<file path="config.mk">
export PLATFORM = sky130hd
export DESIGN_NAME = instr_fetch_flat
export DESIGN_NICKNAME = d
export VERILOG_FILES = /design/src/rtl/instr_fetch_pkg.sv /design/src/rtl/instr_fetch_if.sv /design/src/rtl/instr_queue.sv /design/src/rtl/instr_fetch.sv /design/src/flat_wrapper.sv
export SDC_FILE = /design/constraint.sdc
export NUM_CORES = 1
export LEC_CHECK = 0
export CAP_MARGIN = 10
export CELL_PAD_IN_SITES_DETAIL_PLACEMENT = 1
export CELL_PAD_IN_SITES_GLOBAL_PLACEMENT = 1
export CORE_MARGIN = 10
export CORE_UTILIZATION = 42
export CTS_BUF_LIST = sky130_fd_sc_hd__clkbuf_8
export CTS_CLUSTER_SIZE = 12
export DETAILED_ROUTE_END_ITERATION = 6
export PLACE_DENSITY = 0.79
export SETUP_SLACK_MARGIN = 0.02
export SLEW_MARGIN = 15
export SYNTH_ARGS = -nofsm -noshare
export SYNTH_HDL_FRONTEND = slang
export SYNTH_HIERARCHICAL = 1
export SYNTH_SLANG_ARGS = --single-unit
export TNS_END_PERCENT = 5
</file>
<file path="constraint.sdc">
create_clock -name clk -period 2.7 [get_ports clk]
set_input_delay 0.54 -clock clk [delete_from_list [all_inputs] [get_ports clk]]
set_output_delay 0.54 -clock clk [all_outputs]
set_load 0.02 [all_outputs]
</file>
<file path="src/rtl/instr_fetch_pkg.sv">
// rtl/instr_fetch_pkg.sv - shared types and constants for the fetch unit and decoder
package instr_fetch_pkg;

  typedef enum logic [1:0] {
    IDLE   = 2'd0,
    FETCH  = 2'd1,
    WAIT   = 2'd2,
    SQUASH = 2'd3
  } fetch_state_e;

  localparam logic [15:0] OP_NOP = 16'h7F80;

  localparam int INSTR_W  = 16;
  localparam int OPCODE_W = 8;
  localparam int FIELD_W  = 4;

endpackage

</file>
<file path="src/rtl/instr_fetch_if.sv">
// rtl/instr_fetch_if.sv - control, ROM and decoder handshake bundle of the fetch unit
interface instr_fetch_if #(
  parameter int PC_WIDTH    = 12,
  parameter int INSTR_WIDTH = 16
);

  logic                   run;
  logic                   redirect_valid;
  logic [PC_WIDTH-1:0]    redirect_target;
  logic                   mem_req;
  logic [PC_WIDTH-1:0]    mem_addr;
  logic                   mem_rvalid;
  logic [INSTR_WIDTH-1:0] mem_rdata;
  logic                   instr_valid;
  logic [INSTR_WIDTH-1:0] instruction;
  logic [PC_WIDTH-1:0]    instr_pc;
  logic                   instr_ready;
  logic [PC_WIDTH-1:0]    fetch_pc;

  modport master (
    input  run, redirect_valid, redirect_target, mem_rvalid, mem_rdata, instr_ready,
    output mem_req, mem_addr, instr_valid, instruction, instr_pc, fetch_pc
  );

  modport slave (
    output run, redirect_valid, redirect_target, mem_rvalid, mem_rdata, instr_ready,
    input  mem_req, mem_addr, instr_valid, instruction, instr_pc, fetch_pc
  );

endinterface

</file>
<file path="src/rtl/instr_queue.sv">
// rtl/instr_queue.sv - 2-entry FIFO of {instruction, pc}; flush overrides push and pop
module instr_queue #(
  parameter int DATA_WIDTH = 28
) (
  input  logic                  clk,
  input  logic                  reset,
  input  logic                  push,
  input  logic                  pop,
  input  logic                  flush,
  input  logic [DATA_WIDTH-1:0] data,
  output logic [1:0]            count,
  output logic [DATA_WIDTH-1:0] head
);

  logic [DATA_WIDTH-1:0] mem [2];
  logic                  rd_ptr;
  logic                  wr_ptr;
  logic                  do_push;
  logic                  do_pop;

  // When full, a push is only taken alongside a pop; the write lands in the slot being freed.
  assign do_push = push && ((count != 2'd2) || pop);
  assign do_pop  = pop && (count != 2'd0);
  assign head    = mem[rd_ptr];

  always_ff @(posedge clk or posedge reset) begin
    if (reset) begin
      mem[0] <= '0;
      mem[1] <= '0;
      rd_ptr <= 1'b0;
      wr_ptr <= 1'b0;
      count  <= 2'd0;
    end else if (flush) begin
      rd_ptr <= 1'b0;
      wr_ptr <= 1'b0;
      count  <= 2'd0;
    end else begin
      if (do_push) begin
        mem[wr_ptr] <= data;
        wr_ptr      <= ~wr_ptr;
      end
      if (do_pop) begin
        rd_ptr <= ~rd_ptr;
      end
      case ({do_push, do_pop})
        2'b10:   count <= count + 2'd1;
        2'b01:   count <= count - 2'd1;
        default: count <= count;
      endcase
    end
  end

endmodule

</file>
<file path="src/rtl/instr_fetch.sv">
// rtl/instr_fetch.sv - program counter, single-outstanding ROM fetch and instruction issue
module instr_fetch
  import instr_fetch_pkg::*;
#(
  parameter int PC_WIDTH    = 12,
  parameter int INSTR_WIDTH = 16
) (
  input  logic          clk,
  input  logic          reset,
  instr_fetch_if.master bus
);

  localparam int QW = INSTR_WIDTH + PC_WIDTH;

  fetch_state_e        state;
  fetch_state_e        state_nxt;
  logic [PC_WIDTH-1:0] fetch_pc;
  logic [PC_WIDTH-1:0] req_addr;
  logic [1:0]          count;
  logic [QW-1:0]       head;
  logic                mem_req;
  logic                push;
  logic                pop;
  logic                flush;
  logic                instr_valid;

  always_ff @(posedge clk or posedge reset) begin
    if (reset) begin
      state    <= IDLE;
      fetch_pc <= '0;
      req_addr <= '0;
    end else begin
      state <= state_nxt;
      if (bus.redirect_valid) begin
        fetch_pc <= bus.redirect_target;
      end else if (mem_req) begin
        fetch_pc <= fetch_pc + PC_WIDTH'(1);
      end
      if (mem_req) begin
        req_addr <= fetch_pc;
      end
    end
  end

  // A request issued in the redirect cycle is already in flight, so its response must be squashed.
  always_comb begin
    state_nxt = state;
    case (state)
      IDLE: begin
        if (bus.run) state_nxt = FETCH;
      end
      FETCH: begin
        if (mem_req)      state_nxt = bus.redirect_valid ? SQUASH : WAIT;
        else if (!bus.run) state_nxt = IDLE;
      end
      WAIT: begin
        if (bus.mem_rvalid)          state_nxt = bus.run ? FETCH : IDLE;
        else if (bus.redirect_valid) state_nxt = SQUASH;
      end
      SQUASH: begin
        if (bus.mem_rvalid) state_nxt = bus.run ? FETCH : IDLE;
      end
      default: state_nxt = IDLE;
    endcase
  end

  always_comb begin
    mem_req     = (state == FETCH) && bus.run && (count < 2'd2);
    push        = (state == WAIT) && bus.mem_rvalid && !bus.redirect_valid;
    flush       = bus.redirect_valid;
    instr_valid = (count != 2'd0) && !bus.redirect_valid;
    pop         = instr_valid && bus.instr_ready;
  end

  instr_queue #(
    .DATA_WIDTH(QW)
  ) u_queue (
    .clk   (clk),
    .reset (reset),
    .push  (push),
    .pop   (pop),
    .flush (flush),
    .data  ({bus.mem_rdata, req_addr}),
    .count (count),
    .head  (head)
  );

  assign bus.mem_req     = mem_req;
  assign bus.mem_addr    = fetch_pc;
  assign bus.instr_valid = instr_valid;
  assign bus.instruction = head[QW-1:PC_WIDTH];
  assign bus.instr_pc    = head[PC_WIDTH-1:0];
  assign bus.fetch_pc    = fetch_pc;

endmodule

</file>
<file path="src/flat_wrapper.sv">
// flat-port wrapper written by rule: the top's interface ports become plain ports
module instr_fetch_flat import instr_fetch_pkg::*;
#(
  parameter int PC_WIDTH    = 12,
  parameter int INSTR_WIDTH = 16
)
  (clk, reset, bus_run, bus_redirect_valid, bus_redirect_target, bus_mem_rvalid, bus_mem_rdata, bus_instr_ready, bus_mem_req, bus_mem_addr, bus_instr_valid, bus_instruction, bus_instr_pc, bus_fetch_pc);
  instr_fetch_if #(.PC_WIDTH(PC_WIDTH), .INSTR_WIDTH(INSTR_WIDTH)) bus_i ();
  input  logic clk;
  input  logic reset;
  input wire logic [$bits(bus_i.run)-1:0] bus_run;
  input wire logic [$bits(bus_i.redirect_valid)-1:0] bus_redirect_valid;
  input wire logic [$bits(bus_i.redirect_target)-1:0] bus_redirect_target;
  input wire logic [$bits(bus_i.mem_rvalid)-1:0] bus_mem_rvalid;
  input wire logic [$bits(bus_i.mem_rdata)-1:0] bus_mem_rdata;
  input wire logic [$bits(bus_i.instr_ready)-1:0] bus_instr_ready;
  output wire logic [$bits(bus_i.mem_req)-1:0] bus_mem_req;
  output wire logic [$bits(bus_i.mem_addr)-1:0] bus_mem_addr;
  output wire logic [$bits(bus_i.instr_valid)-1:0] bus_instr_valid;
  output wire logic [$bits(bus_i.instruction)-1:0] bus_instruction;
  output wire logic [$bits(bus_i.instr_pc)-1:0] bus_instr_pc;
  output wire logic [$bits(bus_i.fetch_pc)-1:0] bus_fetch_pc;
  assign bus_i.run = bus_run;
  assign bus_i.redirect_valid = bus_redirect_valid;
  assign bus_i.redirect_target = bus_redirect_target;
  assign bus_i.mem_rvalid = bus_mem_rvalid;
  assign bus_i.mem_rdata = bus_mem_rdata;
  assign bus_i.instr_ready = bus_instr_ready;
  assign bus_mem_req = bus_i.mem_req;
  assign bus_mem_addr = bus_i.mem_addr;
  assign bus_instr_valid = bus_i.instr_valid;
  assign bus_instruction = bus_i.instruction;
  assign bus_instr_pc = bus_i.instr_pc;
  assign bus_fetch_pc = bus_i.fetch_pc;
  instr_fetch #(.PC_WIDTH(PC_WIDTH), .INSTR_WIDTH(INSTR_WIDTH)) u_core (.clk(clk), .reset(reset), .bus(bus_i));
endmodule
</file>
==> PnR_summary.wiki <==
{| class="wikitable"
! Metric !! Value
|-
| Outcome || completed
|-
| Share of synthesized area occupied by flip-flops and latches || 52.9%
|-
| Post-synthesis cell count || 324
|-
| Worst path most repeated cell || sky130_fd_sc_hd__clkdlybuf4s50_1
|-
| Die area || 0.0140 mm2
|-
| Leakage power of the design || 2.36 nW
|-
| R2r endpoint || u_core/u_queue/mem[33]
|-
| Worst Setup Start Kind || input port
|-
| Count of routing violations after the opening detailed-route iteration || 64
|-
| Highest achievable clock rate || 404 MHz
|-
| Routed Antenna Nets || 0
|-
| Top FF cell, synth || sky130_fd_sc_hd__dfrtp_1
|-
| Number of setup violations in the final report || 0
|-
| Area share of the largest cell type after synthesis || 52.9%
|-
| Final number of hold-violating endpoints || 0
|-
| Worst reg2reg startpoint || u_core/u_queue/count[1]
|-
| Final estimated routing congestion in global placement || 0.781
|-
| Detailed Route WL || 9.29 mm
|-
| Clock-pin slew on the worst setup and hold paths || 0.09 ns
|-
| Timing endpoint of the critical path || bus_mem_req
|-
| Worst reg-to-reg path cell count || 6
|-
| Layout Area Growth over Synthesis || 27.9%
|-
| Vias in the first global route || 3028
|-
| Timing startpoint of the critical path || bus_run
|-
| Unique cell type count in the Yosys netlist || 38
|-
| Syn_area_per_cell || 12.6 um2
|-
| Post-DR wirelength/cell || 17.2 um
|-
| Critical path start-end classification || in -> out
|-
| Critical path required time || 2.16 ns
|-
| Worst min-delay path class || reg -> reg
|-
| Site row count || 35
|-
| Total core area || 0.00933 mm2
|-
| Cell type of the slowest stage on the worst timing path || sky130_fd_sc_hd__clkdlybuf4s50_1
|-
| Post-CTS setup repair buffer count || 0
|-
| Final Skew || 0.0122 ns
|-
| Slew of the pin with the lowest slew margin || 0.592 ns
|-
| Final HPWL DP || 6.71 mm
|-
| Remaining DRCs || 0
|-
| CTS Hold Bufs || 0
|-
| Congestion Overflow GR || 0
|-
| TritonCTS clock tree || yes
|-
| Pin count of the biggest net entering global routing || 35
|-
| FF-to-FF setup slack || 0.44 ns
|-
| Power density over the cells || 761 mW/mm2
|-
| Kind of capture point of the worst setup path || output pin
|-
| Flip-flop and latch count after synthesis || 86
|-
| Net count reported at finish || 441
|-
| Horizontal die dimension || 118 um
|-
| Critical-path maximum fanout || 3
|-
| Maximum vdd ir drop || 0.261 mV
|-
| Post-CTS Resized || 0
|-
| Total number of yosys warnings || 6
|-
| Vias per std cell || 4.97
|-
| Ports placed on the boundary || 88
|-
| Synthesized netlist net count || 359
|-
| Clock tree root driver cell || sky130_fd_sc_hd__clkbuf_8
|-
| Clk Latency, worst-skew pair || 0.35 ns
|-
| Die height || 118 um
|-
| Final Max Slew Viols || 0
|-
| Cell area after synthesis || 0.00407 mm2
|-
| Final setup margin || 0.223 ns
|-
| Dominant cells by area after synthesis || sky130_fd_sc_hd__dfrtp_1 53%, sky130_fd_sc_hd__mux2_2 21%, sky130_fd_sc_hd__nand2_1 4.3%
|-
| Clock sinks || 86
|-
| Commonest cells post-synth || 86 x sky130_fd_sc_hd__dfrtp_1, 77 x sky130_fd_sc_hd__mux2_2, 47 x sky130_fd_sc_hd__nand2_1
|-
| Setup repair after global routing missed its margin || false
|-
| Hold slack final || 0.510 ns
|-
| Clock tree buffer depth || 2
|-
| Dpl ws || -0.0283 ns
|-
| Number of optimization iterations in the first detailed-route pass || 4
|-
| Overall Global Routing Usage || 13.5%
|-
| Share of layout cells above drive strength 1 || 29.9%
|-
| Maximum single-stage delay on the critical path || 0.62 ns
|-
| Starting Density || 43.6%
|-
| Wire length of the first global-routing pass || 15.5 mm
|-
| Number of I/O port buffers || 87
|-
| Tightest slew margin relative to the limit || 60.5%
|-
| Vias after detailed routing || 2686
|-
| Final critical-path required period || 2.48 ns
|-
| Max H-tree Level || 3
|-
| Core Util, Final || 55.8%
|-
| Power consumption || 3.97 mW
|-
| Most common cell in the synthesized netlist || sky130_fd_sc_hd__dfrtp_1
|-
| Worst path arrival time || 1.94 ns
|-
| Maximum capacitance violations || 0
|-
| Antenna violations before repair || 0
|-
| Async set-reset flop share out of synthesis || 100%
|-
| Number of buffers created by CTS || 9
|-
| Biggest area consumer among synthesized cells || sky130_fd_sc_hd__dfrtp_1
|-
| Share of the clock period used by the worst path || 91.7%
|-
| Diode count || 0
|-
| Number of enable flip-flop cells after synthesis || 0
|-
| Cell chain of the critical path || clkdlybuf4s50_1, nand4bb_4, inv_2, clkdlybuf4s50_1
|}
where the power goes:
group          switching [mW]  internal [mW]
clock network           0.469          0.336
registers               0.202           1.57
logic                   0.615          0.773
placed cells by master, fill, tap and decap left out, drive strengths merged, types with 2 or more instances in the layout:
master / count
clkinv: 3
nor4: 3
clkbuf: 9
nor2: 7
nor3: 5
and2: 2
xor2: 6
clkinvlp: 2
inv: 11
xnor2: 6
nand2b: 2
nand2: 47
buf: 10
o21ai: 14
clkdlybuf4s50: 87
mux2: 86
nor3b: 2
nand4: 3
a21oi: 5
nand3: 4
dfrtp: 86
registers in the layout (all words and copies together), names as in the netlist:
| register | cells |
|---|---|
| u_core/bus.fetch_pc | 12 |
| u_core/u_queue/count | 2 |
| u_core/req_addr | 12 |
| u_core/u_queue/wr_ptr | 1 |
| u_core/state | 2 |
| u_core/u_queue/rd_ptr | 1 |
| u_core/u_queue/mem | 56 |
critical path, delay by kind of cell:
family	cells	cell delay, ns
buffers and inverters	3	1.27
AND/OR/NAND/NOR	1	0.13
cells by family after synthesis:
kind of cell | share of synthesized area (%)
AOI/OAI and AO/OA | 3.04
xor gates and xnor gates | 2.58
adders and majority gates | 0.307
buffers and inverters | 5.13
DFF | 52.9
muxes | 24.9
and+or+nand+nor | 11.2
layout make-up:
| class | instances | area (um2) |
|---|---|---|
| timing repair buffer | 97 | 971 |
| clock inverter | 7 | 50.0 |
| fill | 977 | 4120 |
| inverter | 9 | 33.8 |
| clock buffer | 9 | 124 |
| sequential | 86 | 2150 |
| tap | 129 | 161 |
| multi-input combinational | 203 | 1720 |
metal layers:
layer / routed length, um / vias to the layer above / global-route usage, %
met5: 0 / - / 0
met4: 29 / 0 / 3.44
met3: 760 / 2 / 6.04
met2: 4410 / 71 / 22.2
met1: 4090 / 1343 / 15.7
li1: - / 1270 / -
how the worst min path moves through the flow:
stage,endpoint,slack (ns),start,cells past startpoint
5_1_grt,u_core/u_queue/mem[51],0.52,u_core/u_queue/mem[51],1
4_1_cts,u_core/u_queue/mem[39],0.51,u_core/u_queue/mem[39],1
6_report,u_core/u_queue/mem[42],0.51,u_core/u_queue/mem[42],1
2_1_floorplan,u_core/req_addr[10],0.46,u_core/req_addr[10],2
3_5_place_dp,u_core/u_queue/mem[23],0.49,u_core/u_queue/mem[23],1
3_3_place_gp,u_core/u_queue/mem[25],0.48,u_core/u_queue/mem[25],1
through the flow:
step	std cells	cell area, um2	TNS [ns]
detailed placement	524	5030	-0.213
global route	540	5210	0
finish	540	5210	0
global placement	524	5030	0
floorplan	324	4070	0
CTS	540	5210	0
No activity file was read; power rests on OpenSTA's default activity.
